[src/rtl/led_seq_pkg.sv]
// Shared constants and types for the LED sequence player: bus addresses,
// colour codes, playback states and status-word bit positions.
package led_seq_pkg;

    localparam logic [11:0] ADDR_LED  = 12'd6;
    localparam logic [11:0] ADDR_PUSH = 12'd8;
    localparam logic [11:0] ADDR_CTRL = 12'd9;
    localparam logic [11:0] ADDR_STAT = 12'd10;
    localparam logic [11:0] ADDR_TIME = 12'd11;

    localparam int STAT_BUSY    = 0;
    localparam int STAT_FULL    = 1;
    localparam int STAT_OVF     = 2;
    localparam int STAT_CNT_LSB = 8;

    typedef enum logic [1:0] {
        COL_RED    = 2'b00,
        COL_BLUE   = 2'b01,
        COL_GREEN  = 2'b10,
        COL_YELLOW = 2'b11
    } colour_t;

    typedef enum logic [1:0] {
        IDLE = 2'b00,
        ON   = 2'b01,
        GAP  = 2'b10,
        DONE = 2'b11
    } state_t;

    // LED vector order is {yellow, green, blue, red}
    function automatic logic [3:0] colour_onehot(input colour_t c);
        logic [3:0] oh;
        case (c)
            COL_RED:    oh = 4'b0001;
            COL_BLUE:   oh = 4'b0010;
            COL_GREEN:  oh = 4'b0100;
            COL_YELLOW: oh = 4'b1000;
            default:    oh = 4'b0000;
        endcase
        return oh;
    endfunction

endpackage

[src/rtl/led_sequence_player_seq_timer.sv]
// seq_timer: loadable down-counter that stops at zero and flags it; one
// instance times both the lit and the dark phase of each step.
module seq_timer
    import led_seq_pkg::*;
#(
    parameter int CNT_W = 26
) (
    input  logic             clock,
    input  logic             reset,
    input  logic             load,
    input  logic [CNT_W-1:0] load_val,
    output logic             zero
);

    logic [CNT_W-1:0] cnt_q;
    logic [CNT_W-1:0] cnt_d;

    // Next count: load wins, otherwise decrement until zero
    always_comb begin
        cnt_d = cnt_q;
        if (load) begin
            cnt_d = load_val;
        end else if (cnt_q != {CNT_W{1'b0}}) begin
            cnt_d = cnt_q - {{(CNT_W-1){1'b0}}, 1'b1};
        end else begin
            cnt_d = cnt_q;
        end
    end

    // Counter register
    always_ff @(posedge clock or negedge reset) begin
        if (!reset) begin
            cnt_q <= {CNT_W{1'b0}};
        end else begin
            cnt_q <= cnt_d;
        end
    end

    assign zero = (cnt_q == {CNT_W{1'b0}});

endmodule

[src/rtl/led_sequence_player.sv]
// Memory-mapped colour-sequence store and LED playback engine.
// Optional run-time timing register at address 11: LED_SEQ_TIMING_REG_EN.
module led_sequence_player
    import led_seq_pkg::*;
#(
    parameter int DEPTH      = 32,
    parameter int ON_CYCLES  = 25_000_000,
    parameter int GAP_CYCLES = 12_500_000,
    parameter int CNT_W      = 26
) (
    input  logic        clock,
    input  logic        reset,
    input  logic        wr_en,
    input  logic [11:0] addr,
    input  logic [31:0] wr_data,
    output logic [31:0] rd_data,
    output logic [3:0]  led_out,
    output logic        busy,
    output logic        done
);

    localparam int IDX_W = (DEPTH > 1) ? $clog2(DEPTH) : 1;
    localparam int CW    = IDX_W + 1;

    state_t           state_q, state_d;
    logic [IDX_W-1:0] idx_q, idx_d;
    logic [CW-1:0]    count_q, count_d;
    logic             ovf_q, ovf_d;
    logic             man_on_q, man_on_d;
    colour_t          man_col_q, man_col_d;
    colour_t          buf_q [DEPTH];
    colour_t          buf_d [DEPTH];
    logic [3:0]       led_q, led_d;
    logic             busy_q, busy_d;
    logic             done_q, done_d;
    logic [31:0]      rd_q, rd_d;

    logic             tmr_load_s;
    logic [CNT_W-1:0] tmr_val_s;
    logic             tmr_zero_s;
    logic [CNT_W-1:0] on_len_s;
    logic [CNT_W-1:0] gap_len_s;
    logic             full_s;
    logic             clr_s;
    logic             start_s;
    logic             wr_led_s;
    logic             wr_push_s;
    logic [31:0]      status_s;

    assign full_s    = (count_q == CW'(DEPTH));
    assign clr_s     = wr_en && (addr == ADDR_CTRL) && wr_data[1];
    assign start_s   = wr_en && (addr == ADDR_CTRL) && wr_data[0] && !wr_data[1];
    assign wr_led_s  = wr_en && (addr == ADDR_LED);
    assign wr_push_s = wr_en && (addr == ADDR_PUSH);

`ifdef LED_SEQ_TIMING_REG_EN
    logic [CNT_W-1:0] on_cyc_q, on_cyc_d;
    logic [CNT_W-1:0] gap_cyc_q, gap_cyc_d;

    // Timing register written in 1024-cycle units; picked up at the next timer load
    always_comb begin
        on_cyc_d  = on_cyc_q;
        gap_cyc_d = gap_cyc_q;
        if (wr_en && (addr == ADDR_TIME)) begin
            on_cyc_d  = CNT_W'({wr_data[15:0], 10'd0});
            gap_cyc_d = CNT_W'({wr_data[31:16], 10'd0});
        end else begin
            on_cyc_d  = on_cyc_q;
            gap_cyc_d = gap_cyc_q;
        end
    end

    // Timing register storage
    always_ff @(posedge clock or negedge reset) begin
        if (!reset) begin
            on_cyc_q  <= CNT_W'(ON_CYCLES);
            gap_cyc_q <= CNT_W'(GAP_CYCLES);
        end else begin
            on_cyc_q  <= on_cyc_d;
            gap_cyc_q <= gap_cyc_d;
        end
    end

    assign on_len_s  = on_cyc_q - {{(CNT_W-1){1'b0}}, 1'b1};
    assign gap_len_s = gap_cyc_q - {{(CNT_W-1){1'b0}}, 1'b1};
`else
    assign on_len_s  = CNT_W'(ON_CYCLES - 1);
    assign gap_len_s = CNT_W'(GAP_CYCLES - 1);
`endif

    seq_timer #(.CNT_W(CNT_W)) u_timer (
        .clock    (clock),
        .reset    (reset),
        .load     (tmr_load_s),
        .load_val (tmr_val_s),
        .zero     (tmr_zero_s)
    );

    // Bus writes, buffer append and playback state machine
    always_comb begin
        state_d    = state_q;
        idx_d      = idx_q;
        count_d    = count_q;
        ovf_d      = ovf_q;
        man_on_d   = man_on_q;
        man_col_d  = man_col_q;
        buf_d      = buf_q;
        tmr_load_s = 1'b0;
        tmr_val_s  = on_len_s;
        if (clr_s) begin
            count_d  = {CW{1'b0}};
            ovf_d    = 1'b0;
            man_on_d = 1'b0;
            state_d  = IDLE;
        end else begin
            if (wr_push_s) begin
                if ((state_q != IDLE) || full_s) begin
                    ovf_d = 1'b1;
                end else begin
                    buf_d[count_q[IDX_W-1:0]] = colour_t'(wr_data[1:0]);
                    count_d = count_q + {{(CW-1){1'b0}}, 1'b1};
                end
            end else begin
                ovf_d = ovf_q;
            end
            case (state_q)
                IDLE: begin
                    if (start_s) begin
                        man_on_d = 1'b0;
                        if (count_q == {CW{1'b0}}) begin
                            state_d = DONE;
                        end else begin
                            state_d    = ON;
                            idx_d      = {IDX_W{1'b0}};
                            tmr_load_s = 1'b1;
                            tmr_val_s  = on_len_s;
                        end
                    end else if (wr_led_s) begin
                        man_on_d  = wr_data[0];
                        man_col_d = colour_t'(wr_data[2:1]);
                    end else begin
                        state_d = IDLE;
                    end
                end
                ON: begin
                    if (tmr_zero_s) begin
                        state_d    = GAP;
                        tmr_load_s = 1'b1;
                        tmr_val_s  = gap_len_s;
                    end else begin
                        state_d = ON;
                    end
                end
                GAP: begin
                    if (!tmr_zero_s) begin
                        state_d = GAP;
                    end else if (({1'b0, idx_q} + {{(CW-1){1'b0}}, 1'b1}) < count_q) begin
                        state_d    = ON;
                        idx_d      = idx_q + {{(IDX_W-1){1'b0}}, 1'b1};
                        tmr_load_s = 1'b1;
                        tmr_val_s  = on_len_s;
                    end else begin
                        state_d = DONE;
                    end
                end
                DONE:    state_d = IDLE;
                default: state_d = IDLE;
            endcase
        end
    end

    // Outputs are decoded from next-state so they line up with the state register
    always_comb begin
        busy_d = (state_d != IDLE);
        done_d = (state_d == DONE);
        case (state_d)
            ON:      led_d = colour_onehot(buf_q[idx_d]);
            IDLE:    led_d = man_on_d ? colour_onehot(man_col_d) : 4'b0000;
            default: led_d = 4'b0000;
        endcase
        status_s = 32'd0;
        status_s[STAT_BUSY] = busy_q;
        status_s[STAT_FULL] = full_s;
        status_s[STAT_OVF]  = ovf_q;
        status_s[STAT_CNT_LSB +: 8] = 8'(count_q);
        if (addr == ADDR_STAT) begin
            rd_d = status_s;
        end else begin
            rd_d = 32'd0;
        end
    end

    // State, control and output registers
    always_ff @(posedge clock or negedge reset) begin
        if (!reset) begin
            state_q   <= IDLE;
            idx_q     <= {IDX_W{1'b0}};
            count_q   <= {CW{1'b0}};
            ovf_q     <= 1'b0;
            man_on_q  <= 1'b0;
            man_col_q <= COL_RED;
            led_q     <= 4'b0000;
            busy_q    <= 1'b0;
            done_q    <= 1'b0;
            rd_q      <= 32'd0;
            for (int i = 0; i < DEPTH; i++) begin
                buf_q[i] <= COL_RED;
            end
        end else begin
            state_q   <= state_d;
            idx_q     <= idx_d;
            count_q   <= count_d;
            ovf_q     <= ovf_d;
            man_on_q  <= man_on_d;
            man_col_q <= man_col_d;
            led_q     <= led_d;
            busy_q    <= busy_d;
            done_q    <= done_d;
            rd_q      <= rd_d;
            buf_q     <= buf_d;
        end
    end

    assign led_out = led_q;
    assign busy    = busy_q;
    assign done    = done_q;
    assign rd_data = rd_q;

endmodule

[config.mk]
export PLATFORM = sky130hd
export DESIGN_NAME = led_sequence_player
export DESIGN_NICKNAME = d
export VERILOG_FILES = /design/src/rtl/led_seq_pkg.sv /design/src/rtl/led_sequence_player_seq_timer.sv /design/src/rtl/led_sequence_player.sv
export SDC_FILE = /design/constraint.sdc
export NUM_CORES = 1
export LEC_CHECK = 0
export BUFFER_PORTS_ARGS = -buffer_cell sky130_fd_sc_hd__buf_2
export CORE_ASPECT_RATIO = 1.75
export CORE_MARGIN = 2
export CORE_UTILIZATION = 57
export DETAILED_ROUTE_END_ITERATION = 12
export GPL_TIMING_DRIVEN = 1
export PLACE_DENSITY = 0.79
export REMOVE_ABC_BUFFERS = 1
export SETUP_SLACK_MARGIN = 0.1
export SLEW_MARGIN = 20
export SYNTH_ARGS = -nofsm -noshare
export SYNTH_HDL_FRONTEND = slang
export SYNTH_SLANG_ARGS = --single-unit
export TNS_END_PERCENT = 10
[constraint.sdc]
create_clock -name clock -period 6.7 [get_ports clock]
set_clock_uncertainty 0.05 [all_clocks]
set_input_delay 1.34 -clock clock [delete_from_list [all_inputs] [get_ports clock]]
set_output_delay 1.34 -clock clock [all_outputs]
set_load 0.02 [all_outputs]
## Word level (Yosys, flattened, before mapping)

Cells that the tools add are included.

| storage, ports and cells | value |
|---|---|
| logic and storage cells | 147 |
| output and inout port bits | 38 |
| input bits | 47 |
| bits in registers | 145 |

| cells by class | value |
|---|---|
| order comparisons | 4 |
| equal/unequal tests | 17 |
| reductions and logical operators | 24 |
| mux-type cells | 51 |
| $add $sub $neg | 4 |
| bitwise gates (word level) | 4 |

Operator list:

| operator | number |
|---|---|
| 25-bit two-way mux | 3 |
| 64-bit bitwise mux | 1 |
| 26-bit two-way mux | 2 |
| 12-bit by 4-bit equality test with 1-bit output (second input constant) | 3 |
| 4-bit one-hot mux with 4 select lines | 2 |
| 2-bit two-way mux | 14 |
| 26-bit logical NOT | 1 |
| 26-bit nonzero test | 1 |
| 26-bit by 1-bit subtractor with 26-bit output (second input constant) | 1 |
| 5-bit two-way mux | 5 |
| 6-bit two-way mux | 3 |
| 2-bit equality test (second input constant) | 7 |
| 14-bit two-way mux | 1 |
| 1-bit two-way mux | 13 |
| 12-bit by 3-bit equality test with 1-bit output (second input constant) | 1 |
| 6-bit greater-or-equal comparator (second input constant) | 2 |
| 5-bit inverter with 6-bit output | 2 |
| 2-bit binary-select mux with 5-bit select | 1 |
| 2-bit demux with 5-bit select | 1 |
| 5-bit one-hot mux with 2 select lines | 1 |
| 2-bit nonzero test | 5 |
| 2-bit by 1-bit equality test with 1-bit output (second input constant) | 4 |
| 2-bit logical NOT | 4 |
| 2-bit one-hot mux with 4 select lines | 1 |
| 17 further kinds | 25 |

## Depth between registers and ports, before layout

| depth | value |
|---|---|
| depth after elaboration | 14 |
| gate-level depth with buffers | 18 |
| depth with buffers taken out | 15 |

## Hierarchy

A second synthesis with hierarchy kept.

| second synthesis, totals | value |
|---|---|
| cell total of the unflattened synthesis | 660 |
| area, all modules | 6779.0 µm² |

By module, submodules not included:

| module | cells an instance | seq. area each (µm²) | instances | area each (µm²) |
|---|---|---|---|---|
| led_sequence_player | 492 | 2402.3 | 1 | 5261.3 |
| seq_timer | 168 | 650.6 | 1 | 1517.7 |

## Worst setup path before layout

Ideal clock, no wire load.

| path | value |
|---|---|
| path type | in2reg |
| from | input addr[5] |
| to | register led_q[2], in the netlist led_out[2] |
| library setup time | 0.101 ns |
| setup slack | 2.412 ns |
| buffers on the path | 2 |
| data required time | 6.549 ns |
| arrival | 4.137 ns |
| stages on the path | 13 |
| cells stage by stage | nor4_1 > nand4_1 > o21ba_2 > o21ai_2 > and2_1 > buf_6 > inv_4 > buf_4 > mux2i_1 > a22oi_1 > a211oi_1 > or4_1 > o32ai_1 |

| on the way | value |
|---|---|
| word-level cells in the longest chain between the ends | 14 |
| elaborated cells on any way between the ends | 40 |

Ends and longest elaborated chain:

| what | line | source |
|---|---|---|
| start: declaration | led_sequence_player.sv:14 | `input logic [11:0] addr,` |
| 12-bit by 4-bit equality test with 1-bit output | led_sequence_player.sv:51, led_sequence_player.sv:52 |  |
| 1-bit logical AND | led_sequence_player.sv:51, led_sequence_player.sv:52 |  |
| 1-bit logical AND (2 in series) | led_sequence_player.sv:52 | `assign start_s = wr_en && (addr == ADDR_CTRL) && wr_data[0] && !wr_data[1];` |
| 5-bit two-way mux | led_sequence_player.sv:128 | `if (start_s) begin` |
| 5-bit one-hot mux with 2 select lines | led_sequence_player.sv:126 | `case (state_q)` |
| 5-bit two-way mux | led_sequence_player.sv:110 | `if (clr_s) begin` |
| 5-bit inverter with 6-bit output (not written as such) | led_sequence_player.sv:177 | `ON: led_d = colour_onehot(buf_q[idx_d]);` |
| 2-bit binary-select mux with 5-bit select | led_sequence_player.sv:177 |  |
| 2-bit two-way mux (not written as such) (2 in series) | led_sequence_player.sv:177 |  |
| 2-bit equality test, or another cell as far along | led_seq_pkg.sv:33 | `case (c)` |
| 4-bit one-hot mux with 4 select lines | led_seq_pkg.sv:33 |  |
| 4-bit one-hot mux with 2 select lines (*) | led_sequence_player.sv:176 | `case (state_d)` |
| named net led_d[2] | led_sequence_player.sv:33 | `logic [3:0] led_q, led_d;` |
| end signal: assignment | led_sequence_player.sv:216 | `led_q <= led_d;` |
| end: declaration | led_sequence_player.sv:33 |  |

Mark *: on every way through the listed nets, which the timed path passes. The rest lies on a longest branch. The select of a mux whose other input is x is not followed.
A chain may end at the register's enable or synchronous reset.

## Final worst setup path

| path | value |
|---|---|
| from | input addr[9] |
| to | register led_q[2], in the netlist led_out[2] |

The elaborated chain is that of the path after synthesis.

==> results by group <==
Run status
  • Run status: complete, no violations

Yosys
  • Post-synthesis cell type count: 78
  • Post-synth ARST share: 100%
  • Top flip-flop cell by instance count after synthesis: sky130_fd_sc_hd__dfrtp_1
  • Syn Std Cell Area: 6620 sq um
  • Number of flip-flops and latches in the synthesized netlist: 122
  • Synthesized instance count: 718
  • Post-synthesis sequential area ratio: 46.1%
  • Count of flip-flops with a built-in enable after synthesis: 0
  • Per-instance average area after synthesis: 9.21 sq um
  • Number of warnings reported in the yosys synthesis log: 0

Timing
  • Worst Tran Pin Value: 1.05 ns
  • Max-slew violations: 0
  • RSZ-0062 raised after global routing: false
  • Fraction of the cycle the final worst path needs: 80.7%
  • Setup TNS after final layout: 0 ns
  • Worst rel slew slack: 29.5%
  • # setup viols final: 0
  • Highest Clock Rate: 185 MHz
  • Time the final worst path needs with I/O delays and setup: 5.41 ns
  • Endpoints failing hold: 0

Detailed routing
  • 1st-iter DRT viols: 343
  • First-pass detailed-route iteration total: 5
  • Total number of vias: 5,462
  • Highest routing layer actually used: met4
  • Routed Wire Length: 16,800 um
  • Met1 wire length: 6010 um
  • Routed wire length on met2: 9210 um
  • Remaining number of nets flagged by the antenna check after routing: 0
  • DRC errors left: 0
  • Average wire per cell in the routed design: 18.8 um
  • Number of vias per cell: 6.13
  • Total length of routed met3 wires: 626 um

Layout
  • Most common library cell in the layout ignoring fill and taps: sky130_fd_sc_hd__nand2_1
  • Number of nets in the finished design: 801
  • Area occupied by registers: 3050 sq um
  • Highest-count cells in the layout ignoring fill and taps: 141 x sky130_fd_sc_hd__nand2_1, 122 x sky130_fd_sc_hd__dfrtp_1, 80 x sky130_fd_sc_hd__o21ai_0
  • Growth of design area from synthesis to finish: 10.3%
  • Fillers: 937
  • Ant. Diodes: 0
  • Number of standard cells in the final layout excluding fillers: 891
  • Footprint of the multi-input gates: 3210 sq um
  • Ratio of cells with drive above 1 in the final layout: 13.1%

Setup path
  • Flop-to-flop setup slack: 1.49 ns
  • Endpoint required time on the critical path: 6.94 ns
  • Type of the worst setup path: in2reg
  • Kind of end point of the critical path: flop
  • Critical path fanouts, max: 23
  • Signal arrival time at the worst endpoint: 5.65 ns
  • Critical path launch point type: input pin

CTS
  • Clock tree from TritonCTS: built
  • Number of H-tree levels: 4
  • Post-cts resize count: 0
  • Clock slew at the register clock pins of the worst setup and hold paths: 0.06 ns
  • Buffer count from post-CTS setup fixing: 0
  • # hold bufs at CTS: 0
  • Number of CTS-inserted buffers: 17
  • Buffer cell driving the clock tree root: sky130_fd_sc_hd__clkbuf_16
  • Num Clock Sinks: 122
  • Clock latency on the worst-skew pair: 0.42 ns
  • Max clock buf depth: 2

Power
  • Part of the power in combinational logic: 19.8%
  • Switching portion of total power: 32.2%
  • Total net switching power: 0.700 mW
  • Static leakage power: 3.14 nW
  • Pwr/cell area: 298 nW/um^2
  • Pint: 1.47 mW
  • Peak ir drop on the vdd network: 0.227 mV
  • Clock share of power: 40.9%
  • Flop pwr share: 39.3%

Die
  • Effective utilization at floorplan: 57.8%
  • Number of ports placed on the die boundary: 85
  • Row Count: 52
  • Placeable core region: 11,500 sq um
  • DIE AREA: 12,500 sq um
  • Floorplan die width: 85.4 um
  • Die Span Y: 147 um

Global routing
  • Largest net degree at the start of global routing: 66
  • Vias in the first global route: 5,746
  • Antenna violations before repair: 0
  • Wire length of the first global-routing pass: 27,800 um
  • Overall overflow remaining after global route: 0
  • Global routing usage summed across all routing layers: 28.4%

Placement
  • Placer's final routability congestion estimate: 0.964
  • Number of buffer cells added on primary ports: 32
  • Total half-perimeter wirelength after legalization and detailed placement: 12,000 um
  • Number of cells after detailed placement: 859

Min path
  • Class of the worst hold path: reg2reg

Run
  • Max-capacitance violation count: 0
metal layers:
layer / up-vias / GRT usage (%)
met5: - / 0
met4: 0 / 18.3
met3: 64 / 5.88
met2: 190 / 50.5
met1: 2690 / 29.3
li1: 2518 / -
worst max-delay path, cell delays in order:
cell and delay, ns:
sky130_fd_sc_hd__buf_2 0.10, sky130_fd_sc_hd__nor4_1 0.69, sky130_fd_sc_hd__nand4_1 0.30, sky130_fd_sc_hd__o21ba_2 0.33, sky130_fd_sc_hd__o21ai_2 0.33, sky130_fd_sc_hd__and2_1 0.63, sky130_fd_sc_hd__inv_4 0.28, sky130_fd_sc_hd__mux2i_1 0.22
sky130_fd_sc_hd__a22oi_1 0.27, sky130_fd_sc_hd__a211oi_1 0.13, sky130_fd_sc_hd__or4_1 0.62, sky130_fd_sc_hd__o32ai_1 0.40
power groups by stage:
stage | combinational (mW) | sequential [mW] | clock, mW
final | 0.431 | 0.853 | 0.889
after global routing | 0.466 | 0.859 | 0.930
after CTS | 0.429 | 0.851 | 0.891
after detailed placement | 0.419 | 0.863 | 0
after global placement | 0.409 | 0.859 | 0
after floorplan | 0.286 | 0.862 | 0
sequential cells by signal (all words and copies together), names as in the netlist:
signal	cells
buf_q	64
busy	1
count_q	6
done	1
idx_q	5
led_out	4
man_col_q	2
man_on_q	1
ovf_q	1
rd_data	9
state_q	2
u_timer.cnt_q	26
worst paths after layout:
path	start	endpoint	depth (start not counted)
worst min register to register	buf_q[33]$_DFFE_PN0P_	buf_q[33]$_DFFE_PN0P_	2
worst max-delay path	addr[9]	led_out[2]$_DFF_PN0_	12
min in group asynchronous	reset	u_timer.cnt_q[4]$_DFFE_PN0P_	1
worst min-delay path	buf_q[33]$_DFFE_PN0P_	buf_q[33]$_DFFE_PN0P_	2
worst max register to register	idx_q[0]$_DFF_PN0_	led_out[2]$_DFF_PN0_	16
max in group asynchronous	reset	u_timer.cnt_q[15]$_DFFE_PN0P_	2
final cells by class:
class / count / share of cell area, %
clock inverters: 12 / 1.59
well taps: 135 / 2.31
multi-input cells: 543 / 44.0
inverters: 23 / 1.25
clock buffers: 20 / 6.39
flip-flops and latches: 122 / 41.8
repair buffers: 36 / 2.64
Yosys cell counts (5+ instances only):
cell	n	area (sq um)
sky130_fd_sc_hd__nand3_1	26	130
sky130_fd_sc_hd__ha_1	11	138
sky130_fd_sc_hd__mux2i_1	21	210
sky130_fd_sc_hd__nor4_1	9	56.3
sky130_fd_sc_hd__nor2_1	41	154
sky130_fd_sc_hd__and2_1	16	100
sky130_fd_sc_hd__xnor2_1	18	158
sky130_fd_sc_hd__inv_1	20	75.1
sky130_fd_sc_hd__nand4_1	6	37.5
sky130_fd_sc_hd__a21boi_0	7	52.6
sky130_fd_sc_hd__nor3_1	13	65.1
sky130_fd_sc_hd__clkbuf_1	19	71.3
sky130_fd_sc_hd__buf_6	5	56.3
sky130_fd_sc_hd__o21ai_0	80	400
sky130_fd_sc_hd__nand2_1	141	529
sky130_fd_sc_hd__dfrtp_1	122	3050
sky130_fd_sc_hd__xor2_1	9	78.8
sky130_fd_sc_hd__a211oi_1	11	82.6
sky130_fd_sc_hd__or3_1	6	37.5
sky130_fd_sc_hd__and3_1	7	43.8
sky130_fd_sc_hd__a21oi_1	16	80.1
sky130_fd_sc_hd__or4_1	5	37.5
sky130_fd_sc_hd__buf_4	24	180
kinds of logic after synthesis:
family,Yosys count,synth area share [%]
buffers and inverters,75,6.56
AOI/OAI and AO/OA,155,14.6
xor gates and xnor gates,27,3.57
other,1,0.0567
muxes,26,4.08
DFF,122,46.1
and+or+nand+nor,301,22.9
adders and majority gates,11,2.08
per-stage QoR:
step	setup slack [ns]	hold slack [ns]	utilization (%)	area, sq um	power, mW
floorplan	2.19	0.392	-	6360	1.15
global placement	1.13	0.409	58.7	6720	1.27
detailed placement	1.01	0.421	58.7	6720	1.28
CTS	1.34	0.433	63.8	7300	2.17
global route	1.08	0.458	63.8	7300	2.25
finish	1.29	0.433	63.8	7300	2.17
Note: power is estimated with default switching activity, not from simulation.
